File: config.mk
export PLATFORM = sky130hd
export DESIGN_NAME = reg_dump_reader
export DESIGN_NICKNAME = d
export VERILOG_FILES = /design/src/rtl/reg_dump_reader.sv
export SDC_FILE = /design/constraint.sdc
export NUM_CORES = 1
export LEC_CHECK = 0
export ABC_AREA = 1
export CAP_MARGIN = 20
export CORE_ASPECT_RATIO = 1.25
export CORE_MARGIN = 4
export CORE_UTILIZATION = 49
export CTS_CLUSTER_SIZE = 12
export DETAILED_ROUTE_END_ITERATION = 6
export MAX_ROUTING_LAYER = met4
export PLACE_DENSITY = 0.85
export REMOVE_ABC_BUFFERS = 1
export SETUP_SLACK_MARGIN = 0.2
export SLEW_MARGIN = 25
export SYNTH_ARGS = -nofsm -noshare
export SYNTH_HDL_FRONTEND = slang
export SYNTH_SLANG_ARGS = --single-unit
File: constraint.sdc
create_clock -name clk -period 3.35 [get_ports clk]
set_input_delay 0.335 -clock clk [delete_from_list [all_inputs] [get_ports clk]]
set_output_delay 0.335 -clock clk [all_outputs]
set_load 0.1 [all_outputs]
File: src/rtl/reg_dump_reader.sv
// rtl/reg_dump_reader.sv - dumps a register file pairwise over a valid/ready stream
// Optional running checksum output enabled by REG_DUMP_CHECKSUM_EN.
module reg_dump_reader #(
  parameter int NUM_REGS = 8,
  parameter int DATA_W   = 32,
  parameter int ADDR_W   = 5
) (
  input  logic              clk,
  input  logic              reset,
  input  logic              start,
  output logic [ADDR_W-1:0] rs,
  output logic [ADDR_W-1:0] rt,
  input  logic [DATA_W-1:0] a,
  input  logic [DATA_W-1:0] b,
  output logic              dump_valid,
  input  logic              dump_ready,
  output logic [DATA_W-1:0] dump_data,
  output logic [ADDR_W-1:0] dump_addr,
  output logic              busy,
  output logic              done
`ifdef REG_DUMP_CHECKSUM_EN
  ,
  output logic [DATA_W-1:0] checksum
`endif
);

  typedef enum logic [2:0] {IDLE, ISSUE, CAPT, SEND_A, SEND_B, DONE} state_t;

  localparam logic [ADDR_W-1:0] LAST_K = ADDR_W'(NUM_REGS / 2 - 1);

  state_t            state_q, state_d;
  logic [ADDR_W-1:0] k_q;
  logic [ADDR_W-1:0] k_issue;
  logic [DATA_W-1:0] buf_a, buf_b;

  // Pair index that the next ISSUE state will present to the register file.
  assign k_issue = (state_q == IDLE) ? '0 : k_q + ADDR_W'(1);

  always_comb begin
    state_d    = state_q;
    dump_valid = 1'b0;
    dump_data  = '0;
    dump_addr  = '0;
    case (state_q)
      IDLE:   if (start) state_d = ISSUE;
      ISSUE:  state_d = CAPT;
      CAPT:   state_d = SEND_A;
      SEND_A: begin
        dump_valid = 1'b1;
        dump_data  = buf_a;
        dump_addr  = {k_q[ADDR_W-2:0], 1'b0};
        if (dump_ready) state_d = SEND_B;
      end
      SEND_B: begin
        dump_valid = 1'b1;
        dump_data  = buf_b;
        dump_addr  = {k_q[ADDR_W-2:0], 1'b1};
        if (dump_ready) state_d = (k_q == LAST_K) ? DONE : ISSUE;
      end
      DONE:    state_d = IDLE;
      default: state_d = IDLE;
    endcase
  end

  assign busy = (state_q != IDLE);
  assign done = (state_q == DONE);

  always_ff @(posedge clk or negedge reset) begin
    if (!reset) begin
      state_q <= IDLE;
      k_q     <= '0;
      buf_a   <= '0;
      buf_b   <= '0;
      rs      <= '0;
      rt      <= '0;
    end else begin
      state_q <= state_d;
      if (state_q == IDLE && start)
        k_q <= '0;
      else if (state_q == SEND_B && dump_ready)
        k_q <= k_q + ADDR_W'(1);
      // Addresses are registered on entry to ISSUE so they are stable for the whole state.
      if (state_d == ISSUE && state_q != ISSUE) begin
        rs <= {k_issue[ADDR_W-2:0], 1'b0};
        rt <= {k_issue[ADDR_W-2:0], 1'b1};
      end
      if (state_q == CAPT) begin
        buf_a <= a;
        buf_b <= b;
      end
    end
  end

`ifdef REG_DUMP_CHECKSUM_EN
  always_ff @(posedge clk or negedge reset) begin
    if (!reset)
      checksum <= '0;
    else if (state_q == IDLE && start)
      checksum <= '0;
    else if (dump_valid && dump_ready)
      checksum <= checksum + dump_data;
  end
`endif

endmodule
Word-level counts from Yosys, hierarchy flattened --
Cells that the tools add are included.
Word-level totals: bits in registers 81, bits of input ports 68, output and inout bits 50, logic and storage cells 33
Cells by class: add/subtract/negate cells 1, eq/ne operators 8, muxes and demuxes 11, reductions and logical operators 7
Operator list (number):
- 32-bit case mux with 2 select lines | 1
- 3-bit case mux with 5 select lines | 1
- 3-bit 2-to-1 mux | 4
- 5-bit 2-to-1 mux | 2
- 5-bit case mux with 2 select lines | 1
- 3-bit by 1-bit equality test with 1-bit output, second input constant | 2
- 3-bit by 2-bit equality test with 1-bit output, second input constant | 2
- 3-bit equality test, second input constant | 2
- 5-bit by 1-bit adder with 5-bit output, second input constant | 1
- 5-bit by 2-bit equality test with 1-bit output, second input constant | 1
- 4-bit 2-to-1 mux | 1
- 1-bit logical AND | 3
- 3-bit zero test | 1
- 3-bit by 1-bit != test with 1-bit output, second input constant | 1
- 3-bit nonzero test | 1
- 2-bit nonzero test | 1
- 2-bit OR reduction | 1
- 1-bit 2-to-1 mux | 1

Depth between registers and ports, before layout --
Gate-level depths: netlist of run 1.
depth after elaboration 6, gate-level depth with buffers 9, gate-level depth less buffers 9

Worst setup path after synthesis of run 1 --
Ideal clock, no wire load.
path kind register -> output, start register state_q[1], end output dump_addr[1], arrival time 2.998 ns, data required time 3.015 ns, slack 0.017 ns, cell stages (with the launch flop) 9, path buffers 1, path through dfrtp_1 > buf_6 > inv_1 > nand2_1 > nor2_4 > inv_1 > nand2_1 > inv_1 > nor2_1
Between the ends: cells in the longest elaborated chain, start to end 2, elaborated cells between the ends (all ways) 3, classes of those cells eq/ne (2); mux (1)
Ends and longest elaborated chain:
- start: declaration | RTL line 31 | state_t state_q, state_d;
- start signal: assignment | RTL line 77 | state_q <= state_d;
- 3-bit equality test / 3-bit by 2-bit equality test with 1-bit output (equally long branches) | RTL line 44 | case (state_q)
- 5-bit case mux with 2 select lines * | RTL line 44
- end: declaration | RTL line 18 | output logic [ADDR_W-1:0] dump_addr,
Every way passes the cells marked *; elsewhere a longest branch is shown, timed or not.

Worst setup path after layout of run 1 --
start register state_q[2], end output dump_data[26]
Between the ends: cells in the longest elaborated chain, start to end 2, elaborated cells between the ends (all ways) 3, classes of those cells eq/ne (2); mux (1)
Ends and longest elaborated chain:
- 3-bit equality test / 3-bit by 2-bit equality test with 1-bit output (equally long branches) | RTL line 44
- 32-bit case mux with 2 select lines * | RTL line 44
- end: declaration | RTL line 17 | output logic [DATA_W-1:0] dump_data,
Marks and branches as above.

==> results.yml, run 1 <==
synthesis:
  netlist.area_leader.share_pct: 54.9
  async_reset_ff_share_pct: 100
  synth_cells: 368
  synthDistinctLibCells: 25
  synth_area_leaders: "dfrtp_1 (55%), mux2_1 (10%), nand2_1 (5.7%)"
  yosys.area.top_type: "dfrtp_1"
  yosysMostFrequentCell: "dfrtp_1"
  synth-seq-area-share_pct: 54.9
  synthFlopType: "dfrtp_1"
  ys_ff_latch: 77
  ys_top_cells_by_count: "dfrtp_1 (77), nand2_1 (53), inv_1 (45), nor2_1 (45), o21ai_0 (35)"
  syn_area_sq_mm: 0.00351
  yosys_warnings: 0
  synth_enable_flop_cells: 0
  avgSynthCellArea_sq_um: 9.54
placed_design:
  gp_congestion: 0.815
  portBuffers: 116
  dpl-instance-area_sq_mm: 0.00459
  dp_hpwl_microns: 5780
timing:
  period_needed_ps: 2710
  clock_skew_ps: 8.95
  setup_violations: 0
  hold_ws_ps: 471
  fmax_ghz: 0.369
  rsz0062_at_grt: "false"
  timing.slew.headroom_pct: 34.9
  min_period_over_period_pct: 80.9
  finalMaxSlewViolations: 0
  finalHoldViolations: 0
  tightest_slew_ps: 973
routing:
  drt_iter0_markers: 150
  vias_per_cell: 4.92
  drc_errors: 0
  ant_nets: 0
  wl_per_cell_microns: 14.1
  drt-total-wl_microns: 8070
  firstDrtPassIters: 4
  vias: 2810
grt:
  grt_max_degree: 98
  grt_overflow_total: 0
  antenna_found_initial: 0
  grtUsageMet1_pct: 22.0
  grt_pass1_vias: 2864
  grt_use_total_pct: 19.7
  met2_usage_pct: 35.0
  grt_pass1_wl_microns: 13000
  busiest_layer: "met2"
  use_met3_pct: 4.40
floorplanning:
  initial_core_util_pct: 50.3
  fp.dieW_microns: 83.7
  die_area_sq_mm: 0.00859
  die_h_microns: 103
  core_area_sq_mm: 0.00698
  placementRows: 34
  io_pins: 118
setup_path:
  critPathRequiredTime_ps: 3010
  cp-end-kind: "output port"
  path_class: "reg2out"
  critical_path.startpoint_type: "flop"
  cp.arrival_ps: 2370
  cp_max_fo: 18
  reg2reg_slack_ps: 1530
final_layout:
  design_area_sq_mm: 0.00484
  antenna_cells: 0
  nNetsFinal: 547
  drive_above_1_share_pct: 14.1
  fill_cells: 543
  multi_input_area_sq_mm: 0.00125
  area_growth_pct: 37.9
  layout.area.seq_sq_mm: 0.00193
flow_run:
  cap_violations: 0
clocking:
  post_cts_buffers: 0
  root_buffer: "clkbuf_8"
  clk_pin_slew_ps: 70
  hold_buffers: 0
  h-tree-depth: 3
  clockBufferDepth: 2
  cts_resized: 0
  cts.sinks: 77
  clock_latency_ps: 330
  cts_tree: "built"
  cts_buffers: 9
run_status:
  outcome: "complete, no violations"
min_path:
  hp-class: "reg2reg"
-- layer usage --
layer | vias to the layer above | wire length (microns)
li1 | 1390 | -
met1 | 1323 | 3350
met2 | 87 | 4210
met3 | 10 | 427
met4 | 0 | 94
met5 | - | 0
-- placed cells by master, fill, tap and decap left out --
master,n
nand3_2,1
bufinv_16,2
nor2_2,1
clkinvlp_4,1
nand2_2,2
o22ai_1,1
inv_1,45
mux2_1,32
inv_2,1
dfrtp_1,77
clkdlybuf4s50_1,75
nand3_4,2
a21oi_1,32
ha_1,1
nand4_1,6
buf_4,39
nand2_1,53
xor2_1,1
clkinv_2,2
dlygate4sd3_1,1
inv_4,1
nor2_1,45
nor3_1,3
nor2_4,1
clkbuf_8,9
nand3_1,5
o21ai_0,35
conb_1,1
buf_12,6
-- metrics by stage --
step                util, %  instances  worst slack [ps]  setup TNS, ps
floorplan                 -        346              -721         -10960
global placement       65.8        554              1120              0
detailed placement     65.8        554               974              0
CTS                    68.7        568               596              0
global route           69.4        571               483              0
finish                 69.4        571               641              0
-- worst max-delay path: stages (launching register included) --
cell and delay, ps:
dfrtp_1 460, inv_4 140, nand3_1 470, buf_4 400, o21ai_0 230, buf_4 340
-- flip-flops by register name, summed over array words and instances (netlist names) --
name and flops:
buf_a 32, buf_b 32, k_q 5, rt 5, state_q 3
-- path summary, 6_finish.rpt --
check                            from            end  cells after the start
min in group asynchronous       reset      buf_a[15]                      2
hold reg to reg                 rt[0]          rt[0]                      2
setup / recovery           state_q[2]  dump_data[26]                      5
max in group asynchronous       reset      buf_b[31]                      3
setup reg to reg           state_q[2]      buf_b[13]                      4
hold / removal                  rt[0]          rt[0]                      2
-- kinds of logic after synthesis --
family                     count (synthesis)  synth area share (%)
xor gates and xnor gates                   1                 0.250
buffers and inverters                     69                  9.59
muxes                                     32                  10.3
and+or+nand+nor                          119                  14.8
adders and majority gates                  1                 0.356
AOI/OAI and AO/OA                         68                  9.73
other                                      1                 0.107
DFF                                       77                  54.9
-- cell type report --
cell class	instances	share of cell area [%]
inverter	47	3.70
tap	90	2.33
clock inverter	5	1.60
sequential	77	39.8
timing repair buffer	121	24.2
multi-input combinational	222	25.8
clock buffer	9	2.56
Power of run 1 is not shown: default switching activity piles up to over one toggle a cycle in this logic, so the estimate is an artifact.
==> run 2: changes to the inputs <==
- CORE_UTILIZATION: 49 -> 41
- PLACE_DENSITY: 0.85 -> 0.76
- clock period: 3.35 -> 2.4 ns (I/O delays scaled with it)
==> run 2 against run 1 <==
Cell count up 2.8%. Final area rose by 11%. Sequential share of layout area decreased by 3.9 points. Core utilization fell by 4.6 points. First-iteration DRC count decreased by 23%. Die area is 18% higher. Non-clock buffer count grew 7. Global-route usage fell by 1.7 points. Hold slack lost 9.2 ps. Highest routed layer unchanged.
==> results.yml, run 2 (synthesized netlist as in run 1, its figures left out) <==
routing:
  drt-total-wl_microns: 8570
  firstDrtPassIters: 5
  vias_per_cell: 4.86
  wl_per_cell_microns: 14.6
  drt_iter0_markers: 116
  ant_nets: 0
  drc_errors: 0
  vias: 2851
grt:
  grt_overflow_total: 0
  grt_use_total_pct: 18.0
  grt_pass1_vias: 2978
  grt_max_degree: 98
  grt_pass1_wl_microns: 14300
  antenna_found_initial: 0
clocking:
  clock_latency_ps: 350
  root_buffer: "clkbuf_8"
  cts_buffers: 9
  clk_pin_slew_ps: 80
  cts_tree: "built"
  clockBufferDepth: 2
  cts.sinks: 77
  h-tree-depth: 3
final_layout:
  area_growth_pct: 52.9
  finalNonFillerCells: 587
  mostFrequentLayoutCells: "dfrtp_1 (75), clkdlybuf4s50_1 (66), nand2_1 (52)"
  fill_cells: 693
  design_area_sq_mm: 0.00537
  drive_above_1_share_pct: 18.8
  antenna_cells: 0
  fin_util_pct: 64.8
  top_regs: "buf_a: 32 flops, buf_b: 32 flops"
  nNetsFinal: 554
  final_common_cell: "dfrtp_1"
min_path:
  hp-class: "in2reg"
timing:
  finalHoldViolations: 0
  fin_ws_ps: 240
  finalMaxSlewViolations: 0
  setup_violations: 0
  clock_skew_ps: 6.54
  rsz0062_at_grt: "true"
  fmax_ghz: 0.463
  tightest_slew_ps: 693
  min_period_over_period_pct: 90.0
  timing.slew.headroom_pct: 53.8
  period_needed_ps: 2160
placed_design:
  dp.cells: 564
  dp_hpwl_microns: 6020
  place_ws_ps: 408
  gp_congestion: 0.780
  dpl-instance-area_sq_mm: 0.00504
  portBuffers: 116
floorplanning:
  io_pins: 118
  placementRows: 37
  fp.dieW_microns: 90.8
  die_area_sq_mm: 0.0101
  die_h_microns: 111
  initial_core_util_pct: 42.4
  core_area_sq_mm: 0.00829
setup_path:
  critical_path.startpoint_type: "flop"
  path_class: "reg2out"
  cp-end-kind: "output port"
  cp_max_fo: 24
  cp.arrival_ps: 1920
  critPathRequiredTime_ps: 2160
flow_run:
  cap_violations: 0
run_status:
  outcome: "complete, no violations"
run 2: cell types whose count changed in the layout (fill, tap and decap cells not counted), moves of 5 or more:
| cell | previous run | this run |
|---|---|---|
| buf_12 | 6 | 37 |
| buf_4 | 39 | 17 |
| buf_6 | 0 | 5 |
| clkdlybuf4s50_1 | 75 | 66 |
run 2: final timing paths:
path	from	end	slack, ps	cells past startpoint
worst max-delay path	state_q[2]	dump_addr[3]	240	7
worst min-delay path	a[28]	buf_a[28]	460	3
worst max register to register	state_q[0]	buf_b[24]	800	5
worst min register to register	rt[0]	rt[0]	490	2
max in group asynchronous	reset	state_q[2]	1410	2
min in group asynchronous	reset	k_q[3]	470	2
run 2: final cells by class:
| class | instances | area, sq um | share of cell area [%] |
|---|---|---|---|
| clock inverter | 7 | 98.8 | 1.84 |
| multi-input combinational | 222 | 1250 | 23.4 |
| sequential | 77 | 1930 | 35.9 |
| tap | 97 | 121 | 2.26 |
| clock buffer | 9 | 124 | 2.31 |
| timing repair buffer | 128 | 1660 | 30.9 |
| inverter | 47 | 179 | 3.33 |
run 2: timing repair:
action | 4_1_cts | 5_1_grt
buffers inserted | 2 | 4
endpoints found under the setup margin | 25 | 36
hold buffers | 0 | 1
gates resized for setup | 2 | 10
hold endpoints to repair | 0 | 77
pin swaps | 1 | 1
run 2: per-stage QoR:
stage / hold slack (ps) / setup TNS, ps
6_report: 462 / 0
5_1_grt: 446 / 0
4_1_cts: 78.1 / 0
3_5_place_dp: 460 / 0
3_3_place_gp: 453 / 0
2_1_floorplan: -55.6 / -42220
run 2: per-layer routing:
metal  track usage (%)  part of all wire [%]  vias up
met5                 -                     0        -
met3              5.47                   6.4       13
li1                  -                     -     1399
met2              29.6                    51       83
met1              21.8                    41     1356
met4              4.09                   1.5        0
run 2: critical path, stage by stage (launching register included):
cell	delay (ps)
dfrtp_2	450
inv_4	110
nand3_1	140
buf_6	220
nand2_1	140
inv_1	110
nor2_1	190
buf_12	200
Power of run 2 is left out for the same reason.
